===== src/rtl/find_blob_centroids.sv =====
// find_blob_centroids: groups lit pixels of a binarised camera stream into up
// to N_BLOBS blobs by run-length merging, then divides each kept blob's sums by
// its pixel count at frame end and publishes a compacted centroid list.
//
// state   | meaning
// --------+-----------------------------------------------------------------
// SCAN    | track runs on the pixel stream, merge closed runs into slots
// DIV     | visit slots in order; skip small/empty, divide kept ones
// PUBLISH | copy staged centroids to the outputs, pulse o_FRAME_VALID
// CLEAR   | empty all slots and the frame overflow flag, back to SCAN
module find_blob_centroids #(
    parameter int N_BLOBS    = 4,
    parameter int W          = 16,
    parameter int ACC_W      = 32,
    parameter int MERGE_GAP  = 2,
    parameter int MIN_PIXELS = 2
) (
    input  logic                 CLK,
    input  logic                 RESET_N,
    input  logic                 VGA_HS,
    input  logic                 VGA_VS,
    input  logic                 BINARY_FLAG,
    input  logic [W-1:0]         H_CNT,
    input  logic [W-1:0]         V_CNT,
    output logic [N_BLOBS*W-1:0] o_POINTS_H,
    output logic [N_BLOBS*W-1:0] o_POINTS_V,
    output logic [7:0]           o_POINTS_NUM,
    output logic                 o_FRAME_VALID,
    output logic                 o_OVERFLOW,
    output logic                 o_BUSY
);

    localparam int IDX_W = (N_BLOBS > 1) ? $clog2(N_BLOBS) : 1;
    localparam int K_W   = $clog2(N_BLOBS + 1);
    localparam int BIT_W = $clog2(ACC_W + 1);
    localparam logic [W-1:0]     GAP_V    = W'(MERGE_GAP);
    localparam logic [W:0]       GAP_X    = (W+1)'(MERGE_GAP);
    localparam logic [ACC_W-1:0] MIN_CNT  = ACC_W'(MIN_PIXELS);
    localparam logic [IDX_W-1:0] LAST_IDX = IDX_W'(N_BLOBS - 1);
    localparam logic [BIT_W-1:0] DIV_BITS = BIT_W'(ACC_W);

    typedef enum logic [1:0] {S_SCAN, S_DIV, S_PUBLISH, S_CLEAR} state_t;

    // Accumulators stick at all-ones instead of wrapping.
    function automatic logic [ACC_W-1:0] sat_add(input logic [ACC_W-1:0] a,
                                                 input logic [ACC_W-1:0] b);
        logic [ACC_W:0] s;
        s = {1'b0, a} + {1'b0, b};
        return s[ACC_W] ? '1 : s[ACC_W-1:0];
    endfunction

    // One restoring-division step; returns {remainder, quotient}.
    function automatic logic [2*ACC_W-1:0] div_step(input logic [ACC_W-1:0] rem,
                                                    input logic [ACC_W-1:0] quo,
                                                    input logic [ACC_W-1:0] den);
        logic [ACC_W:0] sh;
        logic           qbit;
        sh = {rem, quo[ACC_W-1]};
        if (sh >= {1'b0, den}) begin
            sh   = sh - {1'b0, den};
            qbit = 1'b1;
        end else begin
            qbit = 1'b0;
        end
        return {sh[ACC_W-1:0], quo[ACC_W-2:0], qbit};
    endfunction

    state_t state_q, state_d;

    logic hs_q, vs_q, flag_q;
    logic hs_fall, vs_fall, flag_fall;

    logic             run_open_q, run_open_d;
    logic [W-1:0]     run_rs_q, run_rs_d, run_re_q, run_re_d, run_v_q, run_v_d;
    logic [ACC_W-1:0] run_sum_h_q, run_sum_h_d, run_sum_v_q, run_sum_v_d;
    logic [ACC_W-1:0] run_cnt_q, run_cnt_d;

    logic             slot_valid_q [N_BLOBS];
    logic             slot_valid_d [N_BLOBS];
    logic [W-1:0]     slot_min_h_q [N_BLOBS];
    logic [W-1:0]     slot_min_h_d [N_BLOBS];
    logic [W-1:0]     slot_max_h_q [N_BLOBS];
    logic [W-1:0]     slot_max_h_d [N_BLOBS];
    logic [W-1:0]     slot_max_v_q [N_BLOBS];
    logic [W-1:0]     slot_max_v_d [N_BLOBS];
    logic [ACC_W-1:0] slot_sum_h_q [N_BLOBS];
    logic [ACC_W-1:0] slot_sum_h_d [N_BLOBS];
    logic [ACC_W-1:0] slot_sum_v_q [N_BLOBS];
    logic [ACC_W-1:0] slot_sum_v_d [N_BLOBS];
    logic [ACC_W-1:0] slot_cnt_q   [N_BLOBS];
    logic [ACC_W-1:0] slot_cnt_d   [N_BLOBS];
    logic             slot_done;

    logic ovf_q, ovf_d;

    logic [IDX_W-1:0] div_idx_q, div_idx_d;
    logic [K_W-1:0]   div_k_q, div_k_d;
    logic             div_active_q, div_active_d;
    logic [BIT_W-1:0] div_bits_q, div_bits_d;
    logic [ACC_W-1:0] div_den_q, div_den_d;
    logic [ACC_W-1:0] div_rem_h_q, div_rem_h_d, div_quo_h_q, div_quo_h_d;
    logic [ACC_W-1:0] div_rem_v_q, div_rem_v_d, div_quo_v_q, div_quo_v_d;
    logic [2*ACC_W-1:0] step_h, step_v;

    logic [W-1:0] stage_h_q [N_BLOBS];
    logic [W-1:0] stage_h_d [N_BLOBS];
    logic [W-1:0] stage_v_q [N_BLOBS];
    logic [W-1:0] stage_v_d [N_BLOBS];

    logic [N_BLOBS*W-1:0] pts_h_q, pts_h_d, pts_v_q, pts_v_d;
    logic [7:0]           num_q, num_d;
    logic                 fvalid_q, fvalid_d;
    logic                 ovf_out_q, ovf_out_d;

    assign hs_fall   = hs_q & ~VGA_HS;
    assign vs_fall   = vs_q & ~VGA_VS;
    assign flag_fall = flag_q & ~BINARY_FLAG;

    assign step_h = div_step(div_rem_h_q, div_quo_h_q, div_den_q);
    assign step_v = div_step(div_rem_v_q, div_quo_v_q, div_den_q);

    assign o_POINTS_H    = pts_h_q;
    assign o_POINTS_V    = pts_v_q;
    assign o_POINTS_NUM  = num_q;
    assign o_FRAME_VALID = fvalid_q;
    assign o_OVERFLOW    = ovf_out_q;
    assign o_BUSY        = (state_q == S_DIV) || (state_q == S_PUBLISH);

    // Next-state logic for the sequencer, run tracker, slots and dividers.
    always_comb begin
        state_d      = state_q;
        run_open_d   = run_open_q;
        run_rs_d     = run_rs_q;
        run_re_d     = run_re_q;
        run_v_d      = run_v_q;
        run_sum_h_d  = run_sum_h_q;
        run_sum_v_d  = run_sum_v_q;
        run_cnt_d    = run_cnt_q;
        slot_valid_d = slot_valid_q;
        slot_min_h_d = slot_min_h_q;
        slot_max_h_d = slot_max_h_q;
        slot_max_v_d = slot_max_v_q;
        slot_sum_h_d = slot_sum_h_q;
        slot_sum_v_d = slot_sum_v_q;
        slot_cnt_d   = slot_cnt_q;
        slot_done    = 1'b0;
        ovf_d        = ovf_q;
        div_idx_d    = div_idx_q;
        div_k_d      = div_k_q;
        div_active_d = div_active_q;
        div_bits_d   = div_bits_q;
        div_den_d    = div_den_q;
        div_rem_h_d  = div_rem_h_q;
        div_quo_h_d  = div_quo_h_q;
        div_rem_v_d  = div_rem_v_q;
        div_quo_v_d  = div_quo_v_q;
        stage_h_d    = stage_h_q;
        stage_v_d    = stage_v_q;
        pts_h_d      = pts_h_q;
        pts_v_d      = pts_v_q;
        num_d        = num_q;
        fvalid_d     = 1'b0;
        ovf_out_d    = ovf_out_q;

        case (state_q)
            S_SCAN: begin
                // Closing run: merge into the first matching slot, else allocate, else drop.
                if (run_open_q && (flag_fall || hs_fall || vs_fall)) begin
                    for (int i = 0; i < N_BLOBS; i++) begin
                        if (!slot_done && slot_valid_q[i]
                            && ((run_v_q - slot_max_v_q[i]) <= GAP_V)
                            && ({1'b0, run_rs_q} <= ({1'b0, slot_max_h_q[i]} + GAP_X))
                            && (({1'b0, run_re_q} + GAP_X) >= {1'b0, slot_min_h_q[i]})) begin
                            slot_done       = 1'b1;
                            slot_sum_h_d[i] = sat_add(slot_sum_h_q[i], run_sum_h_q);
                            slot_sum_v_d[i] = sat_add(slot_sum_v_q[i], run_sum_v_q);
                            slot_cnt_d[i]   = sat_add(slot_cnt_q[i], run_cnt_q);
                            if (run_rs_q < slot_min_h_q[i]) slot_min_h_d[i] = run_rs_q;
                            if (run_re_q > slot_max_h_q[i]) slot_max_h_d[i] = run_re_q;
                            slot_max_v_d[i] = run_v_q;
                        end
                    end
                    for (int i = 0; i < N_BLOBS; i++) begin
                        if (!slot_done && !slot_valid_q[i]) begin
                            slot_done       = 1'b1;
                            slot_valid_d[i] = 1'b1;
                            slot_sum_h_d[i] = run_sum_h_q;
                            slot_sum_v_d[i] = run_sum_v_q;
                            slot_cnt_d[i]   = run_cnt_q;
                            slot_min_h_d[i] = run_rs_q;
                            slot_max_h_d[i] = run_re_q;
                            slot_max_v_d[i] = run_v_q;
                        end
                    end
                    if (!slot_done) ovf_d = 1'b1;
                end

                // The frame-end pixel never opens a run, so nothing leaks past CLEAR.
                if (vs_fall) begin
                    run_open_d = 1'b0;
                    div_idx_d  = '0;
                    div_k_d    = '0;
                    state_d    = S_DIV;
                end else if (BINARY_FLAG) begin
                    if (!run_open_q || flag_fall || hs_fall) begin
                        run_open_d  = 1'b1;
                        run_rs_d    = H_CNT;
                        run_re_d    = H_CNT;
                        run_v_d     = V_CNT;
                        run_sum_h_d = ACC_W'(H_CNT);
                        run_sum_v_d = ACC_W'(V_CNT);
                        run_cnt_d   = ACC_W'(1);
                    end else begin
                        run_re_d    = H_CNT;
                        run_sum_h_d = sat_add(run_sum_h_q, ACC_W'(H_CNT));
                        run_sum_v_d = sat_add(run_sum_v_q, ACC_W'(V_CNT));
                        run_cnt_d   = sat_add(run_cnt_q, ACC_W'(1));
                    end
                end else begin
                    run_open_d = 1'b0;
                end
            end

            S_DIV: begin
                if (!div_active_q) begin
                    if (!slot_valid_q[div_idx_q] || (slot_cnt_q[div_idx_q] < MIN_CNT)) begin
                        if (div_idx_q == LAST_IDX) state_d = S_PUBLISH;
                        else div_idx_d = div_idx_q + 1'b1;
                    end else begin
                        div_active_d = 1'b1;
                        div_bits_d   = DIV_BITS;
                        div_den_d    = slot_cnt_q[div_idx_q];
                        div_rem_h_d  = '0;
                        div_rem_v_d  = '0;
                        div_quo_h_d  = slot_sum_h_q[div_idx_q];
                        div_quo_v_d  = slot_sum_v_q[div_idx_q];
                    end
                end else begin
                    {div_rem_h_d, div_quo_h_d} = step_h;
                    {div_rem_v_d, div_quo_v_d} = step_v;
                    div_bits_d = div_bits_q - 1'b1;
                    if (div_bits_q == BIT_W'(1)) begin
                        stage_h_d[div_k_q[IDX_W-1:0]] = step_h[W-1:0];
                        stage_v_d[div_k_q[IDX_W-1:0]] = step_v[W-1:0];
                        div_k_d      = div_k_q + 1'b1;
                        div_active_d = 1'b0;
                        if (div_idx_q == LAST_IDX) state_d = S_PUBLISH;
                        else div_idx_d = div_idx_q + 1'b1;
                    end
                end
            end

            S_PUBLISH: begin
                for (int k = 0; k < N_BLOBS; k++) begin
                    pts_h_d[k*W +: W] = (K_W'(k) < div_k_q) ? stage_h_q[k] : '0;
                    pts_v_d[k*W +: W] = (K_W'(k) < div_k_q) ? stage_v_q[k] : '0;
                end
                num_d     = 8'(div_k_q);
                ovf_out_d = ovf_q;
                fvalid_d  = 1'b1;
                state_d   = S_CLEAR;
            end

            S_CLEAR: begin
                for (int i = 0; i < N_BLOBS; i++) slot_valid_d[i] = 1'b0;
                ovf_d        = 1'b0;
                run_open_d   = 1'b0;
                div_active_d = 1'b0;
                state_d      = S_SCAN;
            end

            default: state_d = S_SCAN;
        endcase
    end

    // State, edge-detect copies and all datapath registers.
    always_ff @(posedge CLK or negedge RESET_N) begin
        if (!RESET_N) begin
            state_q      <= S_SCAN;
            hs_q         <= 1'b0;
            vs_q         <= 1'b0;
            flag_q       <= 1'b0;
            run_open_q   <= 1'b0;
            run_rs_q     <= '0;
            run_re_q     <= '0;
            run_v_q      <= '0;
            run_sum_h_q  <= '0;
            run_sum_v_q  <= '0;
            run_cnt_q    <= '0;
            for (int i = 0; i < N_BLOBS; i++) begin
                slot_valid_q[i] <= 1'b0;
                slot_min_h_q[i] <= '0;
                slot_max_h_q[i] <= '0;
                slot_max_v_q[i] <= '0;
                slot_sum_h_q[i] <= '0;
                slot_sum_v_q[i] <= '0;
                slot_cnt_q[i]   <= '0;
                stage_h_q[i]    <= '0;
                stage_v_q[i]    <= '0;
            end
            ovf_q        <= 1'b0;
            div_idx_q    <= '0;
            div_k_q      <= '0;
            div_active_q <= 1'b0;
            div_bits_q   <= '0;
            div_den_q    <= '0;
            div_rem_h_q  <= '0;
            div_quo_h_q  <= '0;
            div_rem_v_q  <= '0;
            div_quo_v_q  <= '0;
            pts_h_q      <= '0;
            pts_v_q      <= '0;
            num_q        <= '0;
            fvalid_q     <= 1'b0;
            ovf_out_q    <= 1'b0;
        end else begin
            state_q      <= state_d;
            hs_q         <= VGA_HS;
            vs_q         <= VGA_VS;
            flag_q       <= BINARY_FLAG;
            run_open_q   <= run_open_d;
            run_rs_q     <= run_rs_d;
            run_re_q     <= run_re_d;
            run_v_q      <= run_v_d;
            run_sum_h_q  <= run_sum_h_d;
            run_sum_v_q  <= run_sum_v_d;
            run_cnt_q    <= run_cnt_d;
            slot_valid_q <= slot_valid_d;
            slot_min_h_q <= slot_min_h_d;
            slot_max_h_q <= slot_max_h_d;
            slot_max_v_q <= slot_max_v_d;
            slot_sum_h_q <= slot_sum_h_d;
            slot_sum_v_q <= slot_sum_v_d;
            slot_cnt_q   <= slot_cnt_d;
            stage_h_q    <= stage_h_d;
            stage_v_q    <= stage_v_d;
            ovf_q        <= ovf_d;
            div_idx_q    <= div_idx_d;
            div_k_q      <= div_k_d;
            div_active_q <= div_active_d;
            div_bits_q   <= div_bits_d;
            div_den_q    <= div_den_d;
            div_rem_h_q  <= div_rem_h_d;
            div_quo_h_q  <= div_quo_h_d;
            div_rem_v_q  <= div_rem_v_d;
            div_quo_v_q  <= div_quo_v_d;
            pts_h_q      <= pts_h_d;
            pts_v_q      <= pts_v_d;
            num_q        <= num_d;
            fvalid_q     <= fvalid_d;
            ovf_out_q    <= ovf_out_d;
        end
    end

endmodule


===== config.mk =====
export PLATFORM = sky130hd
export DESIGN_NAME = find_blob_centroids
export DESIGN_NICKNAME = d
export VERILOG_FILES = /design/src/rtl/find_blob_centroids.sv
export SDC_FILE = /design/constraint.sdc
export NUM_CORES = 2
export LEC_CHECK = 0
export ABC_AREA = 1
export BUFFER_PORTS_ARGS = -buffer_cell sky130_fd_sc_hd__buf_4
export CAP_MARGIN = 20
export CORE_ASPECT_RATIO = 1.25
export CORE_MARGIN = 1
export CORE_UTILIZATION = 50
export CTS_CLUSTER_SIZE = 28
export DETAILED_ROUTE_END_ITERATION = 6
export GPL_TIMING_DRIVEN = 0
export PLACE_DENSITY = 0.66
export RECOVER_POWER = 25
export SYNTH_ARGS = -nofsm -noshare
export SYNTH_HDL_FRONTEND = slang
export SYNTH_SLANG_ARGS = --single-unit

===== constraint.sdc =====
create_clock -name CLK -period 10.88 [get_ports CLK]
set_input_delay 0.544 -clock CLK [delete_from_list [all_inputs] [get_ports CLK]]
set_output_delay 0.544 -clock CLK [all_outputs]
set_load 0.01 [all_outputs]

==> flow_summary.ini <==
[outcome]
outcome = complete, but fails checks
violations = design-rule violations, max-capacitance violations, max-slew violations

[global_route]
grt_max_degree = 189
grt_pass1_wl_um = 556600
gr-total-overflow = 0
grtUsageTotal_pct = 41.87
grt_pass1_vias = 87052
antenna_found_initial = 34

[clocking]
root_buffer = clkbuf_16
hold_buffers = 12
clock_sinks = 1164
ctsResizeCount = 0
post_cts_buffers = 0
cts_buffer_depth = 3
clk_pin_slew_ns = 0.06
tritoncts = built
htreeDepth = 4
clock_latency_ns = 0.87
cts_buffers = 136

[logic_synthesis]
postSynthAreaPerCell_um2 = 7.100
synth_area_um2 = 88750
syn_inst = 12500
yosys_warnings = 0
postSynth.asyncResetShare_pct = 100.0
ys_seq_area_share_pct = 32.82
synth_edf_count = 0
synth_cell_types = 68
ys_ff_latch = 1164
ys.flop_type = dfrtp_1

[hold_path]
hp-class = in -> reg
whs_path_depth = 3

[cells_and_area]
layout_commonest_cell = nand2_1
fill_cells = 17596
nets = 13727
regArea_um2 = 29130
layout_common_cells = nand2_1, o21ai_0, inv_1
finalInstanceArea_um2 = 98070
multi_input_area_um2 = 52590
fin_cells = 15346
drive_gt1_share_pct = 4.179
areaGrowthSynthToFinish_pct = 10.50

[setup_path]
cp-end-kind = register
reg2reg_depth = 26
crit_arrival_ns = 8.33
critical_path_class = reg -> reg
cp_max_fo = 11
crit_path_start_kind = register
worstPathRequired_ns = 11.66

[floorplan]
initial_utilization_pct = 50.42
pin_count = 176
core_um2 = 176000
die_height_um = 473.0
dieArea_um2 = 179200
fp-row-count = 172
die_w_um = 378.8

[detailed_routing]
drt_wl_total_um = 381700
drt-initial-drc-count = 9684
vias = 93564
ant_nets = 0
drt_pass1_iterations = 7
drc_errors = 4
vias_per_cell = 6.097
wl_per_cell_um = 24.87

[timing]
period_share_pct = 69.32
max_freq_mhz = 132.6
rsz0062_at_grt = no
hold_ws_ns = 0.009749
timing.final.crit_period_ns = 7.542
setup_tns_ns = 0
hold_viol = 0
setup_viol_count_final = 0
maxSlewViolCount = 385
finClkSkew_ns = 0.02707
relSlewSlack_pct = -179.9
tightest_slew_ns = 4.198

[pwr]
pwr_density_cell_nw_per_um2 = 318.5
p_leak_nw = 48.01
ir_drop_mv = 0.1831

[placed_design]
placed_area_um2 = 93490
port_buffers = 170
hpwl_um = 296900
gp_congestion = 1.085
post-place-cells = 15050

[job]
cap_viol_max_count = 3
registers in the layout, summed over array words and instances, names as in the netlist, 64 cells and up:
register,flops
slot_cnt_q,128
slot_sum_h_q,128
slot_sum_v_q,128
o_POINTS_H,64
o_POINTS_V,64
slot_max_h_q,64
slot_max_v_q,64
slot_min_h_q,64
stage_h_q,64
stage_v_q,64
critical path, stage by stage, from the launching register on:
cell	delay, ns
dfrtp_1	0.73
ha_1	0.31
nand3_1	0.13
nor2_1	0.20
nand3_1	0.13
nor2_1	0.13
nand2_1	0.10
nor2_1	0.17
nand3_1	0.10
xor2_1	0.78
ha_1	0.29
inv_1	0.08
nor4_1	0.39
nand3_1	0.12
nand3_1	0.19
nand4_1	0.20
nand2_1	0.23
nor2_2	0.07
nand3_4	0.13
nand4_2	0.26
nor2_4	0.64
nand3_2	0.22
nand2_2	0.51
buf_2	0.69
buf_2	0.36
a21oi_1	0.10
nor2_1	0.14
through the flow:
step           power (W)  util (%)  setup slack, ns
2_1_floorplan    0.01909         -            6.977
3_3_place_gp     0.02495     52.82           -5.664
3_5_place_dp     0.02539     53.11            3.826
4_1_cts          0.03054     55.93            3.788
5_1_grt          0.03332     55.67            2.218
6_report         0.03123     55.71            3.338
routing by layer:
metal / wire (um) / vias to the layer above / share of wire (%) / global-route usage [%]
li1: - / 42949 / - / -
met1: 145800 / 44284 / 38 / 51.05
met2: 162100 / 4923 / 42 / 62.46
met3: 37770 / 1392 / 9.9 / 10.61
met4: 35930 / 16 / 9.4 / 33.73
met5: 108 / - / 0.028 / 0.3555
logic make-up (layout without fill, tap and decap cells):
group                    Yosys count  count (layout)  synth area share (%)
XOR/XNOR                         355             355                 3.503
buffers and inverters           1802            2267                 7.950
multiplexers                       4               4               0.05075
other                              1              33              0.004225
AND/OR/NAND/NOR                 4996            4996                 23.37
adder cells (fa/ha/maj)          829             829                 11.86
AO/OA/AOI/OAI                   3349            3349                 20.44
flip-flops                      1164            1164                 32.82
final timing paths:
check | start | to | slack, ns
hold / removal | H_CNT[4] | run_rs_q[4] | 0.01
setup reg to reg | run_re_q[2] | slot_sum_h_q[23] | 3.34
hold reg to reg | slot_max_h_q[15] | slot_max_h_q[15] | 0.47
setup / recovery | run_re_q[2] | slot_sum_h_q[23] | 3.34
max in group asynchronous | RESET_N | slot_max_h_q[33] | 3.52
min in group asynchronous | RESET_N | slot_sum_v_q[9] | 1.55
synth_stat cells (all sizes together) (3+ instances only):
| master | n | area, um2 |
|---|---|---|
| a31oi | 42 | 262.8 |
| a31o | 3 | 26.28 |
| and2 | 15 | 93.84 |
| dfrtp | 1164 | 29130 |
| o21bai | 48 | 360.4 |
| nand4 | 226 | 1420 |
| a21oi | 1008 | 5056 |
| o221ai | 89 | 779.5 |
| nor3b | 17 | 127.6 |
| clkinv | 7 | 26.28 |
| a32o | 19 | 190.2 |
| a211oi | 15 | 112.6 |
| o22ai | 45 | 281.5 |
| and3 | 5 | 31.28 |
| o31ai | 14 | 105.1 |
| clkbuf | 339 | 1272 |
| o211ai | 94 | 710.7 |
| nand3 | 529 | 2670 |
| nor3 | 109 | 565.5 |
| xor2 | 228 | 1997 |
| inv | 1289 | 4838 |
| buf | 167 | 918.4 |
| nor2 | 898 | 3386 |
| fa | 20 | 400.4 |
| or2 | 52 | 325.3 |
| xnor2 | 127 | 1112 |
| a221oi | 9 | 78.83 |
| a21boi | 23 | 172.7 |
| o21a | 28 | 210.2 |
| a21o | 52 | 390.4 |
| a2111oi | 4 | 35.03 |
| ha | 809 | 10120 |
| nand3b | 34 | 259.0 |
| nor4 | 66 | 412.9 |
| o21ai | 1842 | 9245 |
| mux2 | 4 | 45.04 |
| nand2 | 3043 | 11430 |
report_power, final:
part / internal (W) / switching (W)
Combinational: 0.00603 / 0.0123
Sequential: 0.00574 / 0.00206
Clock: 0.00294 / 0.00214
Total: 0.0147 / 0.0165
area by class of cell:
cell class	count	share of cell area (%)
multi-input combinational	9538	53.63
sequential	1164	29.70
inverter	1296	4.960
clock buffer	191	3.958
tap	2349	2.997
buffer	506	2.242
timing repair buffer	219	1.465
clock inverter	55	0.9798
antenna	28	0.07145
Power figures use the tool's default switching activity.
